$ cat config.mk
export PLATFORM = sky130hd
export DESIGN_NAME = multdiv_seq
export DESIGN_NICKNAME = d
export VERILOG_FILES = /design/src/rtl/multdiv_seq.sv
export SDC_FILE = /design/constraint.sdc
export NUM_CORES = 1
export LEC_CHECK = 0
export CORE_ASPECT_RATIO = 1.4
export CORE_MARGIN = 8
export CORE_UTILIZATION = 62
export CTS_BUF_LIST = sky130_fd_sc_hd__clkbuf_8
export DETAILED_ROUTE_END_ITERATION = 8
export PLACE_DENSITY = 0.84
export SLEW_MARGIN = 40
export SYNTH_ARGS = -nofsm -noshare
export SYNTH_HDL_FRONTEND = slang
export SYNTH_SLANG_ARGS = --single-unit
$ cat constraint.sdc
create_clock -name clock -period 6.85 [get_ports clock]
set_clock_uncertainty 0.1 [all_clocks]
set_input_delay 2.055 -clock clock [delete_from_list [all_inputs] [get_ports clock]]
set_output_delay 2.055 -clock clock [all_outputs]
set_load 0.05 [all_outputs]
$ cat src/rtl/multdiv_seq.sv
// Sequential signed multiply (radix-2 Booth) / divide (non-restoring) unit.
// A single WIDTH-bit carry-lookahead adder is shared by the MUL, DIV and FIX states.

module multdiv_cla16 (
  input  logic [15:0] i_a,
  input  logic [15:0] i_b,
  input  logic        i_cin,
  output logic [15:0] o_sum,
  output logic        o_cout
);
  logic [15:0] w_g, w_p;
  logic [16:0] w_c;

  assign w_g = i_a & i_b;
  assign w_p = i_a ^ i_b;

  // Four 4-bit groups; group carries come from group generate/propagate.
  always_comb begin
    logic [16:0] c;
    logic [3:0]  gg, gp;
    c  = '0;
    gg = '0;
    gp = '0;
    for (int k = 0; k < 4; k++) begin
      gg[k] = w_g[4*k+3] | (w_p[4*k+3] & w_g[4*k+2]) |
              (w_p[4*k+3] & w_p[4*k+2] & w_g[4*k+1]) |
              (w_p[4*k+3] & w_p[4*k+2] & w_p[4*k+1] & w_g[4*k]);
      gp[k] = &w_p[4*k +: 4];
    end
    c[0] = i_cin;
    for (int k = 0; k < 4; k++) begin
      for (int j = 1; j < 4; j++)
        c[4*k+j] = w_g[4*k+j-1] | (w_p[4*k+j-1] & c[4*k+j-1]);
      c[4*k+4] = gg[k] | (gp[k] & c[4*k]);
    end
    w_c = c;
  end

  assign o_sum  = w_p ^ w_c[15:0];
  assign o_cout = w_c[16];
endmodule

module multdiv_seq #(
  parameter int WIDTH = 32,
  parameter int ITER  = WIDTH
) (
  input  logic             clock,
  input  logic             reset,
  input  logic [WIDTH-1:0] data_operandA,
  input  logic [WIDTH-1:0] data_operandB,
  input  logic             ctrl_MULT,
  input  logic             ctrl_DIV,
  output logic [WIDTH-1:0] data_result,
  output logic             data_exception,
  output logic             data_resultRDY
);
  localparam int NS = WIDTH / 16;
  localparam int CW = $clog2(ITER + 1);
  localparam logic [WIDTH-1:0] MINV = {1'b1, {(WIDTH-1){1'b0}}};

  typedef enum logic [2:0] {S_IDLE, S_MUL, S_DIV, S_FIX, S_DONE} state_t;

  state_t           r_state;
  logic [CW-1:0]    r_cnt;
  logic [WIDTH-1:0] r_a, r_phi, r_plo, r_q, r_bm;
  logic             r_qm1, r_neg, r_dexc;
  logic [WIDTH:0]   r_rem;

  logic [WIDTH-1:0] w_add_a, w_add_b, w_sum;
  logic             w_add_ax, w_add_bx, w_add_cin, w_sumx;
  logic [NS:0]      w_c;
  logic [WIDTH:0]   w_rsh, w_phi_top;
  logic [WIDTH-1:0] w_absA, w_absB;
  logic             w_mexc;

  assign w_absA    = data_operandA[WIDTH-1] ? (~data_operandA + WIDTH'(1)) : data_operandA;
  assign w_absB    = data_operandB[WIDTH-1] ? (~data_operandB + WIDTH'(1)) : data_operandB;
  assign w_rsh     = {r_rem[WIDTH-1:0], r_q[WIDTH-1]};
  assign w_phi_top = {r_phi, r_plo[WIDTH-1]};
  assign w_mexc    = ~((&w_phi_top) | ~(|w_phi_top));

  // Operand steering for the shared adder; bit WIDTH is a one-bit sign extension.
  always_comb begin
    w_add_a   = '0;
    w_add_ax  = 1'b0;
    w_add_b   = '0;
    w_add_bx  = 1'b0;
    w_add_cin = 1'b0;
    case (r_state)
      S_MUL: begin
        w_add_a  = r_phi;
        w_add_ax = r_phi[WIDTH-1];
        case ({r_plo[0], r_qm1})
          2'b01: begin
            w_add_b  = r_a;
            w_add_bx = r_a[WIDTH-1];
          end
          2'b10: begin
            w_add_b   = ~r_a;
            w_add_bx  = ~r_a[WIDTH-1];
            w_add_cin = 1'b1;
          end
          default: ;
        endcase
      end
      S_DIV: begin
        w_add_a  = w_rsh[WIDTH-1:0];
        w_add_ax = w_rsh[WIDTH];
        if (!r_rem[WIDTH]) begin
          w_add_b   = ~r_bm;
          w_add_bx  = 1'b1;
          w_add_cin = 1'b1;
        end else begin
          w_add_b  = r_bm;
        end
      end
      S_FIX: begin
        w_add_a   = ~r_q;
        w_add_cin = 1'b1;
      end
      default: ;
    endcase
  end

  assign w_c[0] = w_add_cin;
  genvar gi;
  generate
    for (gi = 0; gi < NS; gi++) begin : g_cla
      multdiv_cla16 u_cla (
        .i_a   (w_add_a[16*gi +: 16]),
        .i_b   (w_add_b[16*gi +: 16]),
        .i_cin (w_c[gi]),
        .o_sum (w_sum[16*gi +: 16]),
        .o_cout(w_c[gi+1])
      );
    end
  endgenerate
  assign w_sumx = w_add_ax ^ w_add_bx ^ w_c[NS];

  always_ff @(posedge clock) begin
    if (reset) begin
      r_state        <= S_IDLE;
      r_cnt          <= '0;
      r_a            <= '0;
      r_phi          <= '0;
      r_plo          <= '0;
      r_qm1          <= 1'b0;
      r_rem          <= '0;
      r_q            <= '0;
      r_bm           <= '0;
      r_neg          <= 1'b0;
      r_dexc         <= 1'b0;
      data_result    <= '0;
      data_exception <= 1'b0;
      data_resultRDY <= 1'b0;
    end else begin
      data_resultRDY <= 1'b0;
      if (ctrl_MULT || ctrl_DIV) begin
        r_cnt <= '0;
        if (ctrl_MULT) begin
          r_state <= S_MUL;
          r_a     <= data_operandA;
          r_phi   <= '0;
          r_plo   <= data_operandB;
          r_qm1   <= 1'b0;
        end else begin
          r_state <= S_DIV;
          r_rem   <= '0;
          r_q     <= w_absA;
          r_bm    <= w_absB;
          r_neg   <= data_operandA[WIDTH-1] ^ data_operandB[WIDTH-1];
          r_dexc  <= (data_operandB == '0) ||
                     ((data_operandA == MINV) && (&data_operandB));
        end
      end else begin
        case (r_state)
          S_MUL: begin
            if (r_cnt == CW'(ITER)) begin
              r_state        <= S_DONE;
              data_result    <= r_plo;
              data_exception <= w_mexc;
              data_resultRDY <= 1'b1;
            end else begin
              r_phi <= {w_sumx, w_sum[WIDTH-1:1]};
              r_plo <= {w_sum[0], r_plo[WIDTH-1:1]};
              r_qm1 <= r_plo[0];
              r_cnt <= r_cnt + CW'(1);
            end
          end
          S_DIV: begin
            if (r_cnt == CW'(ITER)) begin
              r_state <= S_FIX;
            end else begin
              r_rem <= {w_sumx, w_sum};
              r_q   <= {r_q[WIDTH-2:0], ~w_sumx};
              r_cnt <= r_cnt + CW'(1);
            end
          end
          S_FIX: begin
            r_state        <= S_DONE;
            data_exception <= r_dexc;
            data_resultRDY <= 1'b1;
            data_result    <= r_dexc ? '0 : (r_neg ? w_sum : r_q);
          end
          S_DONE:  r_state <= S_IDLE;
          default: r_state <= S_IDLE;
        endcase
      end
    end
  end
endmodule
* Word-level counts from Yosys, hierarchy flattened
Cells that the tools add are included.
** Word-level totals
- Output and inout bits :: 34
- Bits in registers :: 239
- Bits of input ports :: 68
** Operators by class
- Eq/ne operators :: 13
- Bitwise operators :: 150
- Mux-type cells :: 45
- Reductions and logical operators :: 27
- Add/sub/neg operators :: 3
** Operator list (count)
- $mux 32 :: 18
- $pmux 32 s2 :: 3
- $not 32->32 :: 5
- $mux 33 :: 4
- $pmux 32 s3 :: 1
- $and 1x1->1 :: 72
- $add 32x1->32 const B :: 2
- $xor 16x16->16 :: 4
- $or 1x1->1 :: 57
- $reduce_and 33->1 :: 1
- $reduce_or 33->1 :: 1
- $and 16x16->16 :: 2
- $eq 32x32->1 const B :: 1
- $logic_not 32->1 :: 1
- $reduce_and 32->1 :: 1
- $reduce_and 4->1 :: 8
- $pmux 1 s2 :: 5
- $mux 3 :: 3
- $pmux 3 s3 :: 1
- $reduce_and 3->1 :: 3
- $mux 1 :: 8
- $ne 2x2->1 const B :: 4
- $reduce_and 2->1 :: 4
- $not 1->1 :: 7
- other kinds (14) :: 22

* Logic depth before layout (Yosys ltp)
Gate-level depths: netlist of run 1.
- Depth after elaboration :: 31
- Depth in mapped cells :: 24

* By module
From an unflattened synthesis of run 1, not the netlist that was laid out.
** Second synthesis, totals
- Cell total of the unflattened synthesis :: 1741
- Area, all modules :: 14101.0 um2
** By module, submodules not included
- multdiv_seq :: area an instance 12717.2 um2, sequential area each 4784.6 um2, times used 1, cells each 1596
- multdiv_cla16 at g_cla[0].u_cla :: area an instance 693.2 um2, sequential area each 0.0 um2, times used 1, cells each 72
- multdiv_cla16 at g_cla[1].u_cla :: area an instance 690.7 um2, sequential area each 0.0 um2, times used 1, cells each 73

* Least setup slack after synthesis of run 1
Ideal clock, no wire load.
- Path type :: register to register
- From :: register r_state[1]
- To :: register data_result[27]
- Stages on the path, launching flop included :: 25
- Required time :: 6.664 ns
- Setup slack :: 2.003 ns
- Data arrival time :: 4.662 ns
- Buffers on the path :: 4
- Clock period less this slack :: 4.847 ns
- Path through :: dfxtp_1 > clkbuf_1 > clkbuf_1 > nor2b_1 > clkbuf_1 > clkbuf_1 > nand2_1 > a21oi_1 > ha_1 > a21o_1 > a21oi_1 > nor2_1 > a211o_1 > or3b_2 > nor3_1 > nor2_1 > o21ai_0 > fa_1 > fa_1 > fa_1 > xor2_1 > mux2i_1 > nor2_1 > a21oi_1 > a211oi_1
** Between the ends
- Word-level cells in the longest chain between the ends :: 28
- Elaborated cells on any way between the ends :: 89
- Those cells by class :: eq/ne: 4; mux: 6; bitwise: 71; reduce/logical: 8
** RTL lines
- start, declared :: RTL line 63 : state_t r_state;
- start signal, assigned :: RTL line 142 : r_state <= S_IDLE;
- start signal, assigned :: RTL line 161 : r_state <= S_MUL;
- start signal, assigned :: RTL line 167 : r_state <= S_DIV;
- $eq 3x2->1, or another cell as far along :: RTL line 89, 176
- $pmux 32 s3 / $pmux 32 s2 (equally long branches) :: RTL line 89 : case (r_state)
- $xor 16x16->16 / $and 16x16->16 (equally long branches) :: RTL line 15, 14
- $and 1x1->1, on equally long branches :: RTL line 25, 26, 27
- $or 1x1->1, or another cell as far along :: RTL line 25 : gg[k] = w_g[4*k+3] | (w_p[4*k+3] & w_g[4*k+2]) |
- $or 1x1->1 / $and 1x1->1 (equally long branches) :: RTL line 25, 27
- $or 1x1->1 :: RTL line 26 : (w_p[4*k+3] & w_p[4*k+2] & w_g[4*k+1]) |
- $or 1x1->1 :: RTL line 34 : c[4*k+4] = gg[k] | (gp[k] & c[4*k]);
- [11 not listed]
- $or 1x1->1 :: RTL line 33 : c[4*k+j] = w_g[4*k+j-1] | (w_p[4*k+j-1] & c[4*k+j-1]);
- $and 1x1->1 :: RTL line 33
- $or 1x1->1 :: RTL line 33
- $and 1x1->1 :: RTL line 33
- $or 1x1->1 :: RTL line 33
- $xor 16x16->16 :: RTL line 39 : assign o_sum = w_p ^ w_c[15:0];
- $mux 32 (2 in series) :: RTL line 203 : data_result <= r_dexc ? '0 : (r_neg ? w_sum : r_q);
- $pmux 32 s2 :: RTL line 176 : case (r_state)
- end signal, assigned :: RTL line 180 : data_result <= r_plo;
- end signal, assigned :: RTL line 203
- end, declared :: RTL line 53 : output logic [WIDTH-1:0] data_result,
Parallel ways exist; a longest one is shown, timed or not.
A chain may end at the register's enable or synchronous reset.

* Worst setup path after layout of run 1
- From :: register r_state[0]
- To :: register data_result[26]
** Between the ends
- Word-level cells in the longest chain between the ends :: 26
- Elaborated cells on any way between the ends :: 87
- Those cells by class :: eq/ne: 4; mux: 6; bitwise: 69; reduce/logical: 8
** RTL lines (RTL line)
- $eq 3x2->1, or another cell as far along :: 89, 176
- $pmux 32 s3 / $pmux 32 s2 (equally long branches) :: 89
- $xor 16x16->16 / $and 16x16->16 (equally long branches) :: 15, 14
- $and 1x1->1, on equally long branches :: 25, 26, 27
- $or 1x1->1, or another cell as far along :: 25
- $or 1x1->1 / $and 1x1->1 (equally long branches) :: 25, 27
- $or 1x1->1 :: 26
- $or 1x1->1 :: 34
- [9 not listed]
- $or 1x1->1 :: 34
- $and 1x1->1 :: 33
- $or 1x1->1 :: 33
- $and 1x1->1 :: 33
- $or 1x1->1 :: 33
- $xor 16x16->16 :: 39
- $mux 32 (2 in series) :: 203
- $pmux 32 s2 :: 176
Parallel ways exist; a longest one is shown, timed or not.

==> results of run 1 <==
worst max path at each step:
stage	startpoint	endpoint	slack, ns	depth (start not counted)
after floorplan	r_state[1]$_SDFFE_PP0P_	data_result[27]$_SDFFE_PP0P_	2.00	24
after global placement	r_state[0]$_SDFFE_PP0P_	data_result[27]$_SDFFE_PP0P_	1.20	20
after detailed placement	r_state[0]$_SDFFE_PP0P_	data_result[30]$_SDFFE_PP0P_	1.06	18
after CTS	r_state[0]$_SDFFE_PP0P_	data_result[27]$_SDFFE_PP0P_	1.04	20
after global routing	r_state[0]$_SDFFE_PP0P_	data_result[30]$_SDFFE_PP0P_	0.60	18
final	r_state[0]$_SDFFE_PP0P_	data_result[26]$_SDFFE_PP0P_	0.95	19
power by group:
| part | switching [uW] | internal (uW) |
|---|---|---|
| Combinational | 359 | 198 |
| Clock | 595 | 709 |
| Sequential | 73.6 | 1450 |
| Total | 1030 | 2360 |
area by class of cell:
cell class	count	area, um2
Fill cell	1845	6440
Clock buffer	55	757
Sequential cell	239	4790
Multi-Input combinational cell	1427	8790
Tap cell	301	377
Clock inverter	11	50.0
Inverter	19	71.3
Timing Repair Buffer	131	1240
registers in the layout, summed over array words and instances (netlist names):
signal          cells
data_exception      1
data_result        32
data_resultRDY      1
r_a                32
r_bm               32
r_cnt               6
r_dexc              1
r_neg               1
r_phi              32
r_plo              32
r_q                32
r_qm1               1
r_rem              33
r_state             3
critical path: cells and delay by family, from the launching register on:
family	cells	cell delay, ns
compound gates	7	1.56
fa+ha+maj	4	1.67
flops	1	0.74
mux	1	0.09
simple gates	7	1.62
metrics by stage:
stage / instance area, um2 / util [%]
global placement: 15300 / 67.7
CTS: 16100 / 71.4
floorplan: 14200 / -
detailed placement: 15300 / 67.8
finish: 16100 / 71.4
global route: 16100 / 71.4
metal layers:
layer | routed length (um) | vias to the layer above | track usage [%]
met5 | 0 | - | 0
met4 | 2770 | 0 | 18.8
met3 | 4240 | 143 | 6.70
met2 | 23800 | 708 | 58.1
met1 | 19000 | 6760 | 42.5
li1 | - | 6572 | -
layout by cell type, fill, tap and decap left out, types with 15 or more instances in the layout:
| cell type | n |
|---|---|
| a211oi_1 | 87 |
| a21oi_1 | 152 |
| a22oi_1 | 53 |
| a311oi_1 | 35 |
| buf_4 | 29 |
| clkbuf_8 | 56 |
| clkdlybuf4s50_1 | 99 |
| dfxtp_1 | 234 |
| fa_1 | 24 |
| ha_1 | 37 |
| inv_1 | 26 |
| mux2i_1 | 62 |
| nand2_1 | 220 |
| nand3_1 | 15 |
| nand4_1 | 26 |
| nor2_1 | 337 |
| nor3_1 | 40 |
| nor4_1 | 18 |
| o211ai_1 | 39 |
| o21ai_0 | 31 |
| o22ai_1 | 28 |
| o31ai_1 | 20 |
| xor2_1 | 90 |
cells by family after synthesis:
| group | share of synthesized area (%) |
|---|---|
| and+or+nand+nor | 21.7 |
| AOI/OAI and AO/OA | 22.4 |
| DFF | 33.7 |
| buffers and inverters | 4.70 |
| xor gates and xnor gates | 6.42 |
| muxes | 4.38 |
| adders and majority gates | 6.65 |
==> summary.md, run 1 <==
| Metric | Value |
|---|---|
| Status | `finished clean` |
| Die H | `between 150 and 200 um` |
| Post-synth ARST share | `0%` |
| Worst reg-to-reg path cell count | `19` |
| Yosys reg bits | `between 200 and 250` |
| Slowest cell delay on critical path | `approximately 0.74 ns` |
| Number of flops mapped to enable cells by yosys | `0` |
| Netlist cell types | `slightly above 50` |
| Worst R2R End | `data_result[26]$_SDFFE_PP0P_` |
| Fin crit period | `roughly 6 ns` |
| Iteration-0 DRC Markers | `~1400` |
| Slowest cell on the critical path | `dfxtp_2` |
| Syn Area/Cell | `~7.7 um2` |
| Min-delay worst type | `reg2reg` |
| Commonest cells in the netlist | `341 x nor2_1, 239 x dfxtp_1, 221 x nand2_1, 152 x a21oi_1, 129 x clkbuf_1` |
| Period utilization | `between 80% and 90%` |
| Post-Syn Nets | `~2000` |
| Synthesized area | `about 0.014 mm2` |
| Critical path launch point type | `flip-flop` |
| Max-slew violations | `0` |
| Non-filler instance count after layout | `around 2200` |
| Final setup TNS | `0 ns` |
| Power Total | `between 3000 and 4000 uW` |
| GP Congestion | `roughly 1.0` |
| Critical Path RT | `7.20 ns` |
| Synth warn | `0` |
| Core ar. | `roughly 0.023 mm2` |
| Vias in the first global route | `13445` |
| Layout cells sized above 1 | `under 10%` |
| Hold Crit Depth | `2` |
| DP Worst Slack | `around 1.1 ns` |
| CP max FO | `34` |
| Cell accounting for the most synthesized area | `dfxtp_1` |
| Max_cap viols | `0` |
| CTS Buffer Depth | `3` |
| Setup Buffers After CTS | `0` |
| All-Layer GR Usage | `approximately a third` |
| Normalized max-slew margin | `43.2%` |
| Layout net count | `roughly 2000` |
| Unrepaired setup endpoints after global routing | `no` |
| Initial antenna violation count | `0` |
| Dominant cells by area after synthesis | `dfxtp_1 34%, nor2_1 9.0%, nand2_1 5.8%, xor2_1 5.6%, a21oi_1 5.4%` |
| Worst hold start | `r_rem[7]$_SDFFE_PP0P_` |
| CTS H-tree lvls | `2` |
| Initial Utilization | `between 60% and 70%` |
| Avg WL per Cell | `~23 um` |
| Worst R2R Start | `r_state[0]$_SDFFE_PP0P_` |
| Placed insts | `roughly 2100` |
| WS Path Type | `reg2reg` |
| R2R Setup Slk | `between 0.9 and 1 ns` |
| Die X | `~140 um` |
| Clock-pin slew on the worst setup and hold paths | `0.07 ns` |
| DRC | `0` |
| Total congestion overflow | `0` |
| Leakage | `0.00617 uW` |
| Drt first pass iters | `6` |
| CP arrival | `roughly 6.3 ns` |
| Sequential area share after synthesis | `between 30 and 40%` |
| Row cnt | `between 60 and 70` |
| CP dominant cell by count | `fa_1` |
| Clk Latency, worst-skew pair | `around 0.55 ns` |
| Worst vdd ir | `roughly 0.00018 V` |
| Cell Pwr Density | `approximately 210 mW/mm2` |
| Via density per instance | `around 6.5` |
| Final WL | `~50000 um` |
| Port bufs | `between 100 and 150` |
| N_diodes | `0` |
| Synth-to-Final Area Change | `13.4%` |
| Worst Setup End Kind | `flip-flop` |
| CTS tree | `done` |
| Dpl hpwl | `between 30000 and 40000 um` |
| Clk root buf | `clkbuf_8` |
| Antenna viol nets, final | `0` |
| WHS | `0.354 ns` |
| Worst Hold End | `r_rem[7]$_SDFFE_PP0P_` |
| Die Footprint | `0.0280 mm2` |
| Highest Clock Rate | `170 MHz` |
| Boundary Pins | `slightly above 100` |
| Setup violators final | `0` |
| Top-count cell post-synth | `nor2_1` |
| First-pass GRT wire length | `about 77000 um` |
| CTS resizes | `0` |
| Final worst slack | `between 0.9 and 1 ns` |
| Ys flop type | `dfxtp_1` |
| Pin count of the biggest net entering global routing | `between 100 and 150` |
| Fin. Hold Viols | `0` |
| CTS sink cnt | `roughly 240` |
| Routed vias | `around 14000` |
| Share of the synthesized area in the top cell type | `approximately 34%` |
| Gate count of the mapped netlist | `between 1500 and 2000` |
| TritonCTS Buffers | `40` |
| Hold_buf cts | `0` |
| Cells along the critical path | `nor2b_1 > nand2b_1 > o22ai_1 > ha_1 > a21o_1 > a21oi_1 > nor2_1 > a211o_1 > or3b_2 > nor3_1 > nor2_1 > o21ai_0 > fa_1 > fa_1 > fa_1 > mux2i_1 > nor3_1 > a21oi_1 > a211oi_1` |
| Worst-Margin Slew | `0.852 ns` |
Power figures use the tool's default switching activity.
==> inputs of run 2 (changes only) <==
--- a/config.mk
+++ b/config.mk
@@ -6,7 +6,6 @@
 export NUM_CORES = 1
 export LEC_CHECK = 0
 export CORE_ASPECT_RATIO = 1.4
-export CORE_MARGIN = 8
 export CORE_UTILIZATION = 62
 export CTS_BUF_LIST = sky130_fd_sc_hd__clkbuf_8
 export DETAILED_ROUTE_END_ITERATION = 8
==> summary.md, run 2 (same netlist as run 1, synthesis figures left out) <==
| Metric | Value |
|---|---|
| Worst Hold End | `r_rem[7]$_SDFFE_PP0P_` |
| Die H | `around 180 um` |
| Worst-Margin Slew | `approximately 0.82 ns` |
| Worst vdd ir | `0.000200 V` |
| Row cnt | `between 60 and 70` |
| Most frequent cells in the layout | `337 x nor2_1, 234 x dfxtp_1, 220 x nand2_1, 152 x a21oi_1, 99 x clkdlybuf4s50_1` |
| Initial antenna violation count | `0` |
| CTS resizes | `0` |
| CTS H-tree lvls | `2` |
| Final setup TNS | `0 ns` |
| Critical path launch point type | `flip-flop` |
| Total congestion overflow | `0` |
| Clk root buf | `clkbuf_8` |
| Period utilization | `around 84%` |
| Leakage | `~0.0062 uW` |
| Fin crit period | `5.75 ns` |
| Min-delay worst type | `reg2reg` |
| Max_cap viols | `0` |
| Hold Crit Depth | `2` |
| Fin. Hold Viols | `0` |
| Largest register FFs | `33` |
| Worst R2R Start | `r_state[0]$_SDFFE_PP0P_` |
| Boundary Pins | `slightly above 100` |
| Cell Pwr Density | `~210 mW/mm2` |
| CTS tree | `done` |
| Dpl hpwl | `roughly 35000 um` |
| Setup violators final | `0` |
| Avg WL per Cell | `roughly 22 um` |
| Routed vias | `14235` |
| N_diodes | `0` |
| First-pass GRT wire length | `roughly 76000 um` |
| Worst reg-to-reg path cell count | `20` |
| Clk Latency, worst-skew pair | `~0.57 ns` |
| Die Footprint | `between 0.02 and 0.025 mm2` |
| CP max FO | `26` |
| DRC | `0` |
| DP Worst Slack | `1.25 ns` |
| Final WL | `48700 um` |
| Final worst slack | `1.10 ns` |
| Worst R2R End | `data_result[27]$_SDFFE_PP0P_` |
| TritonCTS Buffers | `40` |
| Highest Clock Rate | `around 170 MHz` |
| Antenna viol nets, final | `0` |
| Synth-to-Final Area Change | `13.5%` |
| Worst Setup End Kind | `flip-flop` |
| All-Layer GR Usage | `42.4%` |
| Via density per instance | `around 6.5` |
| Unrepaired setup endpoints after global routing | `no` |
| Die X | `130 um` |
| CTS sink cnt | `239` |
| Hold_buf cts | `0` |
| Vias in the first global route | `approximately 14000` |
| Biggest register | `r_rem` |
| Port bufs | `a little over 100` |
| GP Congestion | `approximately 0.98` |
| Iteration-0 DRC Markers | `around 1500` |
| Status | `finished clean` |
| CTS Buffer Depth | `3` |
| R2R Setup Slk | `1.10 ns` |
| Initial Utilization | `around 63%` |
| Commonest non-fill, non-tap cell in the layout | `nor2_1` |
| Worst hold start | `r_rem[7]$_SDFFE_PP0P_` |
| Layout net count | `approximately 2000` |
| Max-slew violations | `0` |
| Core ar. | `roughly 0.023 mm2` |
| Setup Buffers After CTS | `0` |
| Normalized max-slew margin | `44.6%` |
| Drt first pass iters | `6` |
| Critical Path RT | `7.22 ns` |
| Clock-pin slew on the worst setup and hold paths | `~0.060 ns` |
| Layout cells sized above 1 | `6.32%` |
| CP arrival | `slightly above 6 ns` |
| Pin count of the biggest net entering global routing | `about 120` |
| WS Path Type | `reg2reg` |
-- run 2: cell types whose count changed in the layout (fill, tap and decap cells not counted), sizes merged --
cell / before / now
clkinvlp: 0 / 4
bufinv: 0 / 1
clkinv: 3 / 4
clkbuf: 56 / 50
inv: 27 / 25
buf: 31 / 34
-- run 2: final cells by class --
cell class,instances,area [um2]
Clock buffer,49,674
Clock inverter,15,108
Fill cell,1861,6430
Inverter,19,71.3
Multi-Input combinational cell,1427,8790
Sequential cell,239,4800
Tap cell,301,377
Timing Repair Buffer,134,1280
-- run 2: power by group --
part	leakage [uW]	internal, uW	total, uW	switching [uW]
clock network	0.000414	683	1300	617
logic	0.00379	200	556	356
registers	0.00195	1450	1530	75.4
total	0.00616	2330	3380	1050
-- run 2: worst max-delay path by stage --
stage / startpoint / endpoint / slack [ns]
floorplan: r_state[1]$_SDFFE_PP0P_ / data_result[27]$_SDFFE_PP0P_ / 2.00
detailed placement: r_state[0]$_SDFFE_PP0P_ / data_result[27]$_SDFFE_PP0P_ / 1.25
global placement: r_state[0]$_SDFFE_PP0P_ / data_result[27]$_SDFFE_PP0P_ / 1.36
CTS: r_state[0]$_SDFFE_PP0P_ / data_result[27]$_SDFFE_PP0P_ / 1.21
finish: r_state[0]$_SDFFE_PP0P_ / data_result[27]$_SDFFE_PP0P_ / 1.10
global route: r_state[0]$_SDFFE_PP0P_ / data_result[27]$_SDFFE_PP0P_ / 0.68
-- run 2: stage by stage --
| stage | instance area (um2) | util (%) | hold slack, ns | cells | power [uW] |
|---|---|---|---|---|---|
| 6_report | 16100 | 71.4 | 0.373 | 2184 | 3380 |
| 5_1_grt | 16100 | 71.4 | 0.394 | 2184 | 3500 |
| 4_1_cts | 16100 | 71.3 | 0.368 | 2182 | 3360 |
| 3_5_place_dp | 15300 | 67.8 | 0.360 | 2118 | 2090 |
| 3_3_place_gp | 15300 | 67.8 | 0.341 | 2118 | 2080 |
| 2_1_floorplan | 14200 | - | 0.332 | 1842 | 1880 |
-- run 2: worst max-delay path, cell delays in order, from the launching register on --
cell	delay (ns)
dfxtp_2	0.63
nor2b_1	0.41
nand2b_1	0.43
o22ai_1	0.40
ha_1	0.31
a21o_1	0.17
a21oi_1	0.18
nor2_1	0.06
a211o_1	0.36
or3b_2	0.24
nor3_1	0.05
nor2_1	0.19
o21ai_0	0.15
fa_1	0.39
fa_1	0.39
fa_1	0.38
xor2_1	0.29
mux2i_1	0.13
nor2_1	0.12
a21oi_1	0.05
a211oi_1	0.23
-- run 2: routing by layer --
metal,global-route usage [%],wire (um)
met1,51.1,18300
met2,67.4,22600
met3,8.38,4260
met4,28.8,3510
met5,0,0
==> RTL change 1: new RTL, settings of run 1 <==
Add an input register stage for `ctrl_DIV`; this delays it by one clock. The other inputs are not delayed to match.
--- a/src/rtl/multdiv_seq.sv
+++ b/src/rtl/multdiv_seq.sv
@@ -59,6 +59,12 @@
   localparam logic [WIDTH-1:0] MINV = {1'b1, {(WIDTH-1){1'b0}}};
 
   typedef enum logic [2:0] {S_IDLE, S_MUL, S_DIV, S_FIX, S_DONE} state_t;
+
+  logic ctrl_DIV_q;
+
+  always_ff @(posedge clock) begin
+    ctrl_DIV_q <= ctrl_DIV;
+  end
 
   state_t           r_state;
   logic [CW-1:0]    r_cnt;
@@ -155,7 +161,7 @@
       data_resultRDY <= 1'b0;
     end else begin
       data_resultRDY <= 1'b0;
-      if (ctrl_MULT || ctrl_DIV) begin
+      if (ctrl_MULT || ctrl_DIV_q) begin
         r_cnt <= '0;
         if (ctrl_MULT) begin
           r_state <= S_MUL;
Behaviour: same outputs for any inputs over 4 cycles, from zero or initial values and one cycle with reset high; that may be too few to reach the edited logic, so the function may still have changed.
==> RTL change 1 against run 1 <==
First-iteration DRC count rose by 6.5%; largest cell class unchanged; worst hold slack improved by 0.0094 ns; critical path type unchanged; worst setup slack improved by 0.32 ns; power rose by 0.23%; largest power group unchanged; wire length rose by 1.8%; synthesized area rose by 0.78%; sequential cell count rose by 1; design area rose by 1.0%.
==> RTL change 1: results (changes against run 1) <==
worst skew pair latency=0.57 ns (+0.02 ns); vias in the first global route=13790 (+2.6%); number of vias per cell=6.582 (+1.3%); non-filler cells, final=2198 (+0.69%); Port Buffer Count=101 (unchanged); htree depth=2 (unchanged); RD Place Congestion=0.9674 (-4.6%); TritonCTS buffer count=40 (unchanged); highest fanout seen on the critical path=37 (+8.8%); asr flop ratio synth=0% (unchanged); R2R Path Start=r_state[2]; DP Worst Slack=1.302 ns (+0.2432 ns); first-pass GRT wire length=78380 um (+1.5%); Switching Fraction=30.34% (about the same); CTS max path bufs=3 (unchanged); crit-path max cell delay=0.58 ns (-0.16 ns); peak supply drop=0.0001928 V (+8.2%); top achievable clock speed=0.1792 GHz (+5.7%); Yosys cell types=55 (+7.8%); Worst slew margin=44.89% (+1.7 points); r2r setup slk=1.27 ns (+0.32 ns); share of the synthesized area in the top cell type=33.62% (-0.12 points); Detailed Route Iter0 Violations=1518 (+6.5%); RR Endpoint=data_result[30]; dpl hpwl=36300 um (+0.82%); Top Family by Delay on Critical Path=compound AO/OA/AOI/OAI gates; Post-synth EDFFs=0 (unchanged); largest net degree at the start of global routing=105 (-7.9%); max FFs per register=33 (unchanged); outcome=finished, final reports clean; Fill cells=1877 (+1.7%); Worst-path clk slew=0.06 ns; post-synthesis sequential area ratio=33.62% (-0.12 points); top cells by count, synth=311 x nor2_1, 243 x nand2_1, 240 x dfxtp_1, 177 x a21oi_1, 144 x clkbuf_1; hold_sp=r_rem[15]; yosys synthesis warning count=0 (unchanged); initial antenna violation count=1 (+1); syn avg cell area=7.684 sq um (-0.20%); Total GRT Usage=35.67% (+0.35 points); Post-CTS Resized=0 (unchanged); clock share of power=38.0% (-0.5 points); drt first pass iters=7 (+1); share of layout cells above drive strength 1=6.326% (+0.16 points); synth top area cells=dfxtp_1 34%, nor2_1 8.2%, nand2_1 6.4%; placed insts=2131 (+0.66%); nets@finish=2002 (+0.75%); Biggest register=r_rem; P_seq=0.00153 W; Pleak=6.263 nW (+1.5%); clk root buf=clkbuf_8; slowest stage cell, crit path=a2111oi_0; Hold WC Path Type=flip-flop to flip-flop; hold worst-path end=r_rem[15]; WL per Instance=23.05 um (+1.1%)
[RTL change 1: kinds of logic (layout without fill, tap and decap cells)]
group / after synthesis / after routing / share of synthesized area (%)
adder cells (fa/ha/maj): 61 / 61 / 6.601
XOR/XNOR: 105 / 105 / 6.434
buffers and inverters: 175 / 212 / 4.605
flip-flops: 240 / 240 / 33.62
AND/OR/NAND/NOR: 730 / 730 / 22.13
multiplexers: 56 / 56 / 3.931
AO/OA/AOI/OAI: 493 / 493 / 22.68
[RTL change 1: area by class of cell]
cell class / instances / area [sq um] / area share [%]
clock buffer: 47 / 646.9 / 3.982
clock inverter: 19 / 141.4 / 0.8704
inverter: 13 / 48.80 / 0.3004
multi-input combinational: 1445 / 8911 / 54.86
sequential: 240 / 4811 / 29.62
tap: 301 / 376.6 / 2.319
timing repair buffer: 133 / 1308 / 8.050
[RTL change 1: through the flow]
step	total power, W	hold WS [ns]	instance area (sq um)
after detailed placement	0.002111	0.3469	15420
final	0.003392	0.3630	16240
after global routing	0.003502	0.3677	16240
after floorplan	0.001882	0.3256	14290
after global placement	0.002095	0.3405	15340
after CTS	0.003385	0.3611	16210
[RTL change 1: worst max path at each step]
stage | endpoint | slack, ns | cells past startpoint | startpoint
global placement | r_dexc | 1.25 | 8 | data_operandB[5]
CTS | data_result[30] | 1.28 | 19 | r_state[2]
detailed placement | data_result[30] | 1.30 | 19 | r_state[2]
finish | data_result[30] | 1.27 | 19 | r_state[2]
global route | data_result[30] | 0.85 | 19 | r_state[2]
floorplan | data_result[30] | 2.01 | 20 | r_state[0]
[RTL change 1: per-layer routing]
layer | up-vias | GRT usage [%] | wire length (um)
met1 | 6824 | 42.62 | 19020
li1 | 6629 | - | -
met4 | 2 | 26.60 | 4148
met5 | - | 0 | 9
met2 | 807 | 56.20 | 23320
met3 | 206 | 5.981 | 4160
==> RTL change 2: new RTL, config.mk and constraints of run 1 <==
Made on the original files. The parameter `WIDTH` goes from 32 to 64.
--- a/src/rtl/multdiv_seq.sv
+++ b/src/rtl/multdiv_seq.sv
@@ -41,7 +41,7 @@
 endmodule
 
 module multdiv_seq #(
-  parameter int WIDTH = 32,
+  parameter int WIDTH = 64,
   parameter int ITER  = WIDTH
 ) (
   input  logic             clock,
Ports: changed (resized data_operandA, data_operandB and data_result); port bits go from 102 to 198. The function was not compared with the original's and may differ.
==> RTL change 2 against run 1 <==
Wire length increased by 110%; largest cell class unchanged; worst setup slack lost 0.49 ns; power rose by 88%; count of clock-buffer cells in the layout increased by 33; synthesized area rose by 97%; sequential cell count up 225; largest power group unchanged; design area grew 96%.
==> RTL change 2: results (changes against run 1) <==
Pleak=12.24 nW (+98%); RD Place Congestion=1.014 (about the same); Adder-Cell Fraction of Synth Area=6.534% (-0.12 points); nets@finish=3863 (+94%); hold violation count in the final report=0 (unchanged); Syn Nets=3824 (+94%); highest fanout seen on the critical path=30 (-12%); Total GRT Usage=38.93% (+3.6 points); crit path DAT=6.85 ns (+0.60 ns); Worst Tran Pin Value=0.8450 ns (-0.007337 ns); WL final=105200 um (+110%); largest net degree at the start of global routing=132 (+16%); xor/xnor share of the synthesized area=6.556% (+0.13 points); post-synthesis mux area share=6.310% (+1.9 points); Fin Setup TNS=0 ns (unchanged); Critical Path End=data_result[51]; Synth Flop Type=dfxtp_1; TritonCTS buffer count=76 (+90%); vias in the first global route=27230 (+100%); Yosys cell types=65 (+27%); Fill cells=3687 (+100%); worst skew pair latency=0.66 ns (+0.11 ns); htree depth=3 (+1); first-pass GRT wire length=159700 um (+110%); crit-path max cell delay=0.69 ns (-0.05 ns); RR Endpoint=data_result[51]; dpl hpwl=75110 um (+110%); max FFs per register=65 (+97%); peak supply drop=0.0001579 V (-11%); drt first pass iters=6 (unchanged); Detailed Route Iter0 Violations=3520 (+150%); r2r setup slk=0.46 ns (-0.49 ns); Post-CTS Resized=0 (unchanged); post-synthesis sequential area ratio=33.27% (-0.47 points); Worst Reg-to-Reg Cells=21 (+2); yosys synthesis warning count=0 (unchanged); Port Buffer Count=197 (+95%); CTS max path bufs=3 (unchanged); Hold WS=0.3570 ns (+0.003337 ns); slowest stage cell, crit path=dfxtp_4; Synth Area in Compound Gates=21.72% (-0.69 points); Biggest register=r_rem; top cells by count, synth=660 x nor2_1, 464 x dfxtp_1, 349 x nand2_1, 269 x clkbuf_1, 267 x a21oi_1; Setup Buffers After CTS=0 (unchanged); Top Family by Delay on Critical Path=compound AO/OA/AOI/OAI gates; share of layout cells above drive strength 1=5.900% (-0.26 points); outcome=finished, final reports clean; synth top area cells=dfxtp_1 33%, nor2_1 8.9%, mux2i_1 6.3%; initial antenna violation count=5 (+5); R2R Path Start=r_state[1]; number of vias per cell=6.707 (+3.2%); Hold WC Path Type=flip-flop to flip-flop
-- RTL change 2: changes by cell type in the layout (fill, tap and decap cells not counted), moves of 32 or more --
cell                    run 1  this run
xor2_1                     90       178
mux2i_1                    62       176
o22ai_1                    28        61
clkdlybuf4s50_1            99       193
inv_1                      26       115
a22oi_1                    53       108
o21ai_0                    31        83
dfxtp_1                   234       456
nand2_1                   220       348
ha_1                       37        69
a21oi_1                   152       267
nor2_1                    337       653
a211oi_1                   87       175
clkbuf_8                   56        88
-- RTL change 2: stage by stage --
stage          util (%)  instance area, sq um  instances  setup WS [ns]
3_3_place_gp      67.28                 30130       4099         0.7116
4_1_cts           70.44                 31540       4225         0.5509
2_1_floorplan         -                 27920       3575          1.078
5_1_grt           70.46                 31550       4226         0.1012
3_5_place_dp      67.40                 30180       4100         0.6066
6_report          70.47                 31550       4228         0.4610
-- RTL change 2: how the worst min path moves through the flow --
stage / startpoint / endpoint / slack (ns) / depth (start not counted)
CTS: r_rem[34] / r_rem[34] / 0.36 / 2
detailed placement: r_rem[59] / r_rem[59] / 0.34 / 2
global route: r_rem[9] / r_rem[9] / 0.38 / 2
finish: r_rem[58] / r_rem[58] / 0.36 / 2
global placement: r_rem[61] / r_rem[61] / 0.34 / 2
floorplan: r_rem[59] / r_rem[59] / 0.32 / 2
-- RTL change 2: where the power goes --
group	total (W)	switching, W	internal, W	leakage, nW
Combinational	0.00112	0.000722	0.000400	7.63
Sequential	0.00295	0.000134	0.00282	3.79
Clock	0.00229	0.00114	0.00116	0.814
-- RTL change 2: per-layer routing --
metal  part of all wire, %  up-vias  track usage, %
li1                      -    12750               -
met1                    39    13480           50.05
met2                    44     1782           60.59
met3                    12      339           8.537
met4                   5.3        4           20.79
met5                 0.020        -               0
-- RTL change 2: layout make-up --
type,instances,area [sq um],area share (%)
diodes,3,7.507,0.02379
clock buffers,88,1211,3.838
clock inverters,37,151.4,0.4798
inverters,84,315.3,0.9992
multi-input cells,2729,17290,54.78
flip-flops and latches,464,9311,29.51
well taps,564,705.7,2.236
repair buffers,259,2565,8.129
-- RTL change 2: cells by family after synthesis --
family	after synthesis
AND/OR/NAND/NOR	1319
buffers and inverters	382
AO/OA/AOI/OAI	908
multiplexers	176
flip-flops	464
XOR/XNOR	209
adder cells (fa/ha/maj)	117
-- RTL change 2: worst register-to-register path, stage by stage, from the launching register on --
cell and delay (ns):
dfxtp_4 0.69, buf_4 0.55, mux2i_1 0.27, a22oi_1 0.08, nor2_1 0.21, ha_1 0.29, a21o_1 0.20, a211oi_1 0.24
a21boi_0 0.25, o31a_1 0.24, nand3_1 0.10, o21ai_0 0.61, nand2_1 0.21, fa_1 0.43, fa_1 0.42, fa_1 0.40
xnor2_1 0.14, buf_4 0.14, a211oi_1 0.26, buf_4 0.18, a21oi_1 0.05, a211oi_1 0.25
